--- config.mk ---
export PLATFORM = sky130hd
export DESIGN_NAME = spi_ram_ctrl
export DESIGN_NICKNAME = d
export VERILOG_FILES = /design/src/rtl/spi_ram_ctrl.sv
export SDC_FILE = /design/constraint.sdc
export NUM_CORES = 2
export LEC_CHECK = 0
export BUFFER_PORTS_ARGS = -buffer_cell sky130_fd_sc_hd__buf_2
export CORE_ASPECT_RATIO = 1.2
export CORE_UTILIZATION = 60
export DETAILED_ROUTE_END_ITERATION = 7
export PLACE_DENSITY = 0.72
export REMOVE_ABC_BUFFERS = 1
export SLEW_MARGIN = 30
export SYNTH_ARGS = -nofsm -noshare
export SYNTH_HDL_FRONTEND = slang
export SYNTH_SLANG_ARGS = --single-unit
--- constraint.sdc ---
create_clock -name clk -period 2.8 [get_ports clk]
set_clock_uncertainty 0.05 [all_clocks]
set_input_delay 0.28 -clock clk [delete_from_list [all_inputs] [get_ports clk]]
set_output_delay 0.28 -clock clk [all_outputs]
set_load 0.005 [all_outputs]
--- src/rtl/spi_ram_ctrl.sv ---
// Command-decoding byte memory behind an SPI slave: write/read address and data opcodes.
// Optional feature macro SPI_RAM_AUTOINC_EN: post-increment (with wrap) of addresses after data accesses.
module spi_ram_ctrl #(
  parameter int unsigned MEM_DEPTH = 256,
  parameter int unsigned ADDR_SIZE = 8
) (
  input  logic       clk,
  input  logic       rst,
  input  logic [9:0] din,
  input  logic       rx_valid,
  output logic [7:0] dout,
  output logic       tx_valid,
  output logic       err
);

  typedef enum logic [1:0] {
    OP_WR_ADDR = 2'b00,
    OP_WR_DATA = 2'b01,
    OP_RD_ADDR = 2'b10,
    OP_RD_DATA = 2'b11
  } op_e;

  logic                 rx_q, rx_d;
  logic [ADDR_SIZE-1:0] wr_addr_q, wr_addr_d;
  logic [ADDR_SIZE-1:0] rd_addr_q, rd_addr_d;
  logic                 wr_ok_q, wr_ok_d;
  logic                 rd_ok_q, rd_ok_d;
  logic [7:0]           dout_q, dout_d;
  logic                 tx_valid_q, tx_valid_d;
  logic                 err_q, err_d;

  logic [7:0]           mem_q [MEM_DEPTH];
  logic                 mem_we;
  logic [7:0]           mem_wdata;

  logic                 accept;
  logic                 addr_in_range;
  logic [ADDR_SIZE-1:0] payload_addr;
  op_e                  op;

`ifdef SPI_RAM_AUTOINC_EN
  localparam logic [ADDR_SIZE-1:0] LAST_ADDR = ADDR_SIZE'(MEM_DEPTH - 1);
  localparam logic [ADDR_SIZE-1:0] ONE_ADDR  = ADDR_SIZE'(1);

  function automatic logic [ADDR_SIZE-1:0] next_addr(input logic [ADDR_SIZE-1:0] a);
    return (a == LAST_ADDR) ? '0 : a + ONE_ADDR;
  endfunction
`endif

  assign accept        = rx_valid & ~rx_q;
  assign op            = op_e'(din[9:8]);
  assign payload_addr  = din[ADDR_SIZE-1:0];
  assign addr_in_range = (32'(din[7:0]) < MEM_DEPTH);

  always_comb begin
    rx_d       = rx_valid;
    wr_addr_d  = wr_addr_q;
    rd_addr_d  = rd_addr_q;
    wr_ok_d    = wr_ok_q;
    rd_ok_d    = rd_ok_q;
    dout_d     = dout_q;
    tx_valid_d = tx_valid_q;
    err_d      = 1'b0;
    mem_we     = 1'b0;
    mem_wdata  = din[7:0];

    // Any accepted command drops tx_valid; a successful read-data raises it again on the same edge.
    if (accept) begin
      tx_valid_d = 1'b0;
      unique case (op)
        OP_WR_ADDR: begin
          if (addr_in_range) begin
            wr_addr_d = payload_addr;
            wr_ok_d   = 1'b1;
          end else begin
            wr_ok_d = 1'b0;
            err_d   = 1'b1;
          end
        end
        OP_WR_DATA: begin
          if (wr_ok_q) begin
            mem_we = 1'b1;
`ifdef SPI_RAM_AUTOINC_EN
            wr_addr_d = next_addr(wr_addr_q);
`endif
          end else begin
            err_d = 1'b1;
          end
        end
        OP_RD_ADDR: begin
          if (addr_in_range) begin
            rd_addr_d = payload_addr;
            rd_ok_d   = 1'b1;
          end else begin
            rd_ok_d = 1'b0;
            err_d   = 1'b1;
          end
        end
        OP_RD_DATA: begin
          if (rd_ok_q) begin
            dout_d     = mem_q[rd_addr_q];
            tx_valid_d = 1'b1;
`ifdef SPI_RAM_AUTOINC_EN
            rd_addr_d = next_addr(rd_addr_q);
`endif
          end else begin
            err_d = 1'b1;
          end
        end
        default: err_d = 1'b1;
      endcase
    end
  end

  // rx_q resets high so a level held through reset is not mistaken for a new frame.
  always_ff @(posedge clk) begin
    if (rst) begin
      rx_q       <= 1'b1;
      wr_addr_q  <= '0;
      rd_addr_q  <= '0;
      wr_ok_q    <= 1'b0;
      rd_ok_q    <= 1'b0;
      dout_q     <= '0;
      tx_valid_q <= 1'b0;
      err_q      <= 1'b0;
    end else begin
      rx_q       <= rx_d;
      wr_addr_q  <= wr_addr_d;
      rd_addr_q  <= rd_addr_d;
      wr_ok_q    <= wr_ok_d;
      rd_ok_q    <= rd_ok_d;
      dout_q     <= dout_d;
      tx_valid_q <= tx_valid_d;
      err_q      <= err_d;
    end
  end

  always_ff @(posedge clk) begin
    if (!rst && mem_we) begin
      mem_q[wr_addr_q] <= mem_wdata;
    end
  end

  assign dout     = dout_q;
  assign tx_valid = tx_valid_q;
  assign err      = err_q;

endmodule

Yosys cells after proc, flatten, opt, wreduce, memory -nomap -nowiden
Memories as Yosys holds them, arrays and structs flattened. A register that Yosys moved wholly into a read port is not among the register bits.
Cells that the tools add are included.

storage, ports and cells
  flip-flop bits (word level) = 21
  latch bits = 0
  bits in writable memories = 2048
  ROM bits = 0
  input bits = 13
  output and inout port bits = 10
  word-level logic and storage cells = 32
  memories = 1

memories
  name   words  bits a word  rd ports  clocked after Yosys merged registers in  wr ports  RTL line  text
  mem_q  256    8            1         1                                        1         32        logic [7:0] mem_q [MEM_DEPTH];

cells by class
  $add $sub $neg = 0
  multipliers = 0
  divide/modulo/power cells = 0
  magnitude comparators = 0
  equal/unequal tests = 3
  shifts and indexed selects = 0
  muxes and demuxes = 10
  bitwise logic cells = 3
  reduce and logical (&&, ||, !) cells = 8

operators with widths
  kind                number
  $mux 1              9
  $eq 2x2->1 const B  2
  $reduce_and 2->1    2
  $reduce_or 2->1     2
  $pmux 1 s3          1
  $reduce_and 3->1    1
  $eq 2x1->1 const B  1
  $logic_not 2->1     1
  $not 1->1           2
  $and 1x1->1         1
  $logic_and 1x1->1   1
  $logic_not 1->1     1

Logic depth before layout (Yosys ltp)
  word-level depth = 6
  depth in mapped cells = 14
  mapped depth without buffers = 7

Worst setup path after synthesis
Ideal clock, no wire load.

  path type = flip-flop to flip-flop
  start = register rd_addr_q[0]
  end = register dout_q[7] (netlist: dout[7]) (read register of mem_q)
  library setup time = 0.120 ns
  arrival = 2.304 ns
  required time = 2.630 ns
  setup slack = 0.327 ns
  stages on the path, launching flop included = 12
  period minus slack after synthesis = 2.473 ns
  cell sequence = dfxtp_1 -> buf_6 -> buf_12 -> buf_8 -> buf_6 -> buf_6 -> buf_6 -> mux2i_1 -> o22ai_1 -> o41ai_1 -> a2111oi_2 -> a211o_1

RTL lines
  element                   RTL line  text
  start: declaration        25        logic [ADDR_SIZE-1:0] rd_addr_q, rd_addr_d;
  start signal: assignment  129       rd_addr_q <= rd_addr_d;
  end: declaration          28        logic [7:0] dout_q, dout_d;

==> results.txt <==
* Run status: complete, but fails checks
- The final reports fail on setup timing.
* Number of instances in the synthesized netlist: 3972
* Most used flip-flop cell after synthesis: sky130_fd_sc_hd__edfxtp_1
* Die boundary height: 404 um
* Cell variety after synth: 71
- Leakage power of the design: 0.0304 uW
- Kind of critical path: reg2reg
- Overall global routing resource usage: 33.3%
- Post-route clock period utilization: 103%
- The final max-slew violation count is 0.
- Hold Fails Final Rpt: 0
- Remaining Overflow, GRT: 0
* Achievable frequency: 348 MHz
- Hold timing on the final database bottoms out at a slack of 16.7 ps.
- The pre-antenna-repair detailed-routing pass consisted of 6 iterations.
- The top cell types in the final layout, fill and taps aside, are sky130_fd_sc_hd__edfxtp_1 (2048), sky130_fd_sc_hd__buf_4 (674), sky130_fd_sc_hd__mux4_2 (390), sky130_fd_sc_hd__nor2_1 (293), sky130_fd_sc_hd__mux2i_1 (270).
- For this run, the number of Yosys warnings is 0.
* Count of antenna-violating nets left after detailed routing: 0
* Clock H-tree levels: 4
- For the pin with the worst max-slew slack, the measured transition is 809 ps.
- Endpoint required time on the critical path: 3480 ps
* Maximum number of pins on one net before global-route repair: 131
- Fraction of final layout cells sized beyond drive strength 1: 33.3%
* Portion of synthesized cell area occupied by the leading cell type: 76.0%
* Critical Path Start Type: flop
- Final critical path time including I/O delays and setup: 2880 ps
- Floorplan die width: 337 um
- The final layout contains 4770 nets.
- Critical path arrival: 3560 ps
- Across the whole layout, storage elements account for 0.0621 mm^2.
- Floorplan die area: 0.136 mm^2
* Post-DP HPWL: 141 mm
- Summing internal, switching and leakage power gives 60600 uW.
- Clock slew at the register clock pins of the worst setup and hold paths: 60 ps
* Register bit count reported by yosys: 2077
* Detailed-route vias per instance: 6.68
* Final count of negative-setup-slack endpoints: 4
- Input/output buffers: 22
* Initial cell density of the core: 60.5%
- DR DRC count: 0
- Final worst slack: -75.2 ps
- The congestion estimate from routability-driven global placement came to 0.933.
* Maximum fanout along the worst path: 5
- The clock passes through at most 3 buffers.
- Worst Setup End Kind: flop
- Count of placed standard cells including taps: 6272
* Number of violations of the max-capacitance limit: 0
- Total CTS buffers: 185
* Netlist Area Pre-Place: 0.0810 mm^2
* Max rail drop VDD: 0.677 mV
* DRC marker count from the first detailed-route iteration: 6743
- The biggest area contributor in the post-synthesis netlist is sky130_fd_sc_hd__edfxtp_1.
- Placeable Area: 0.134 mm^2
- Power density over the cells: 630 mW/mm^2
- Initial antenna violation count: 9
* Final standard cell count with taps included and fillers excluded: 6703
- Worst max-slew margin expressed relative to the limit: 46.1%
* TritonCTS Sinks: 2077
- Syn_area_per_cell: 20.4 um^2
* Number of global-route vias before repair: 44600
- Area used by multi-input combinational logic: 0.0180 mm^2
* Layout overhead on the synthesized area: 18.8%
- Overall routed net length: 223 mm
- Post-synthesis sequential area ratio: 76.7%
- Most common library cell in the layout ignoring fill and taps: sky130_fd_sc_hd__edfxtp_1
* Worst hold-check path type: in2reg
* Setup Total Neg Slack: -186 ps
- After detailed routing, the average wire length per cell comes to 33.3 um.
* Total number of vias: 44800
* Number of top-level pins: 23
- In the synthesized netlist the async set-or-reset flop fraction comes to 0%.
- The later pin in the worst-skew pair is clocked with a latency of 850 ps.
- The layout has 7804 filler cells.
- RSZ-0062 raised after global routing: yes
* CTS root buffer: sky130_fd_sc_hd__clkbuf_16
* Cell types occupying the most area after synthesis: sky130_fd_sc_hd__edfxtp_1 (76%), sky130_fd_sc_hd__mux4_2 (11%), sky130_fd_sc_hd__mux2i_1 (3.4%)
- Core Rows: 147
- Clock tree from TritonCTS: done
- EDFF count, synth: 2048
* Wire length of the first global-routing pass: 317 mm
==> synth_stat cells, types with 4 or more instances <==
library cell,number
sky130_fd_sc_hd__a211o_1,6
sky130_fd_sc_hd__o22ai_1,94
sky130_fd_sc_hd__mux4_1,12
sky130_fd_sc_hd__nand2_1,138
sky130_fd_sc_hd__nand4_1,8
sky130_fd_sc_hd__nand2b_1,7
sky130_fd_sc_hd__a22oi_1,49
sky130_fd_sc_hd__buf_6,36
sky130_fd_sc_hd__mux4_2,387
sky130_fd_sc_hd__buf_2,49
sky130_fd_sc_hd__o2111ai_1,6
sky130_fd_sc_hd__a2111oi_0,13
sky130_fd_sc_hd__mux2i_1,275
sky130_fd_sc_hd__nor4_1,12
sky130_fd_sc_hd__nor3_1,24
sky130_fd_sc_hd__and3_1,4
sky130_fd_sc_hd__buf_4,14
sky130_fd_sc_hd__a211oi_1,31
sky130_fd_sc_hd__mux2_2,4
sky130_fd_sc_hd__nor2b_1,13
sky130_fd_sc_hd__o31ai_1,8
sky130_fd_sc_hd__a221oi_1,9
sky130_fd_sc_hd__o221ai_2,4
sky130_fd_sc_hd__a21oi_1,54
sky130_fd_sc_hd__or3_1,5
sky130_fd_sc_hd__buf_12,17
sky130_fd_sc_hd__nor2_1,295
sky130_fd_sc_hd__a22o_1,8
sky130_fd_sc_hd__o221ai_1,47
sky130_fd_sc_hd__buf_8,9
sky130_fd_sc_hd__buf_1,12
sky130_fd_sc_hd__o21ai_1,6
sky130_fd_sc_hd__a31oi_1,11
sky130_fd_sc_hd__edfxtp_1,2048
sky130_fd_sc_hd__nand3b_1,4
sky130_fd_sc_hd__nand3_1,38
sky130_fd_sc_hd__dfxtp_1,29
sky130_fd_sc_hd__a32oi_1,4
sky130_fd_sc_hd__clkbuf_1,100
sky130_fd_sc_hd__and2_1,11
sky130_fd_sc_hd__o21ai_0,24
==> timing repair <==
action / in CTS / in global routing
hold buffers: 9 / 1
pin swaps: 28 / 22
endpoints found under the setup margin: 8 / 24
hold endpoints to repair: 178 / 36
setup buffers: 50 / 19
resized for setup: 138 / 80
cloned: 10 / 2
==> cell families (layout without fill, tap and decap cells) <==
| logic type | count (synthesis) | after routing | synth area share (%) |
|---|---|---|---|
| and+or+nand+nor | 579 | 579 | 3.11 |
| muxes | 678 | 678 | 14.6 |
| other | 0 | 3 | 0 |
| DFF | 2077 | 2077 | 76.7 |
| AOI/OAI and AO/OA | 397 | 397 | 3.54 |
| buffers and inverters | 241 | 1181 | 2.06 |
==> flip-flops by register name, summed over array words and instances, names as in the netlist <==
signal and count:
mem_q 2048, rd_ok_q 1, tx_valid 1, err 1, rx_q 1, rd_addr_q 8
dout 8, wr_ok_q 1, wr_addr_q 8
==> critical path, stage by stage (launching register included) <==
cell                       delay (ps)
sky130_fd_sc_hd__dfxtp_4          410
sky130_fd_sc_hd__buf_12           140
sky130_fd_sc_hd__buf_12           140
sky130_fd_sc_hd__buf_12           120
sky130_fd_sc_hd__mux4_2           500
sky130_fd_sc_hd__mux2_4           300
sky130_fd_sc_hd__a211oi_4         400
sky130_fd_sc_hd__nor4_2           100
sky130_fd_sc_hd__nand4_1          230
sky130_fd_sc_hd__nor3_2           100
sky130_fd_sc_hd__a211o_1          240
==> layout make-up <==
type	count	area share [%]
antenna	3	0.00780
clock buffer	225	5.06
clock inverter	117	1.09
inverter	3	0.0169
multi-input combinational	1654	18.7
sequential	2077	64.5
tap	1788	2.33
timing repair buffer	836	8.23
==> report_power, final <==
group / switching [uW] / total [uW] / internal, uW
sequential: 8.53 / 34100 / 34100
clock: 11400 / 25100 / 13800
combinational: 932 / 1350 / 419
total: 12300 / 60600 / 48300
==> routing by layer <==
metal | vias up | track usage (%) | part of all wire [%] | wire length, um
met5 | - | 0 | 0.021 | 46
met4 | 6 | 16.3 | 5.4 | 12000
met3 | 583 | 7.87 | 11 | 25200
met2 | 3095 | 52.2 | 48 | 108000
met1 | 23000 | 44.4 | 35 | 78300
li1 | 18000 | - | - | -
==> worst paths after layout <==
check	start	cells after the start	slack (ps)	end
setup / recovery	rd_addr_q[0]	10	-80	dout[2]
hold reg to reg	rd_addr_q[7]	2	430	rd_addr_q[7]
hold / removal	din[4]	1	20	mem_q[101][4]
setup reg to reg	rd_addr_q[0]	10	-80	dout[2]
==> metrics by stage <==
| stage | util, % | setup slack [ps] | area (um^2) |
|---|---|---|---|
| 2_1_floorplan | - | -23740 | 79300 |
| 3_3_place_gp | 65.9 | -795 | 88200 |
| 3_5_place_dp | 65.9 | -759 | 88200 |
| 4_1_cts | 71.4 | -8.81 | 95600 |
| 5_1_grt | 71.8 | -99.4 | 96200 |
| 6_report | 71.8 | -75.2 | 96200 |
Note: power is estimated with default switching activity, not from simulation.
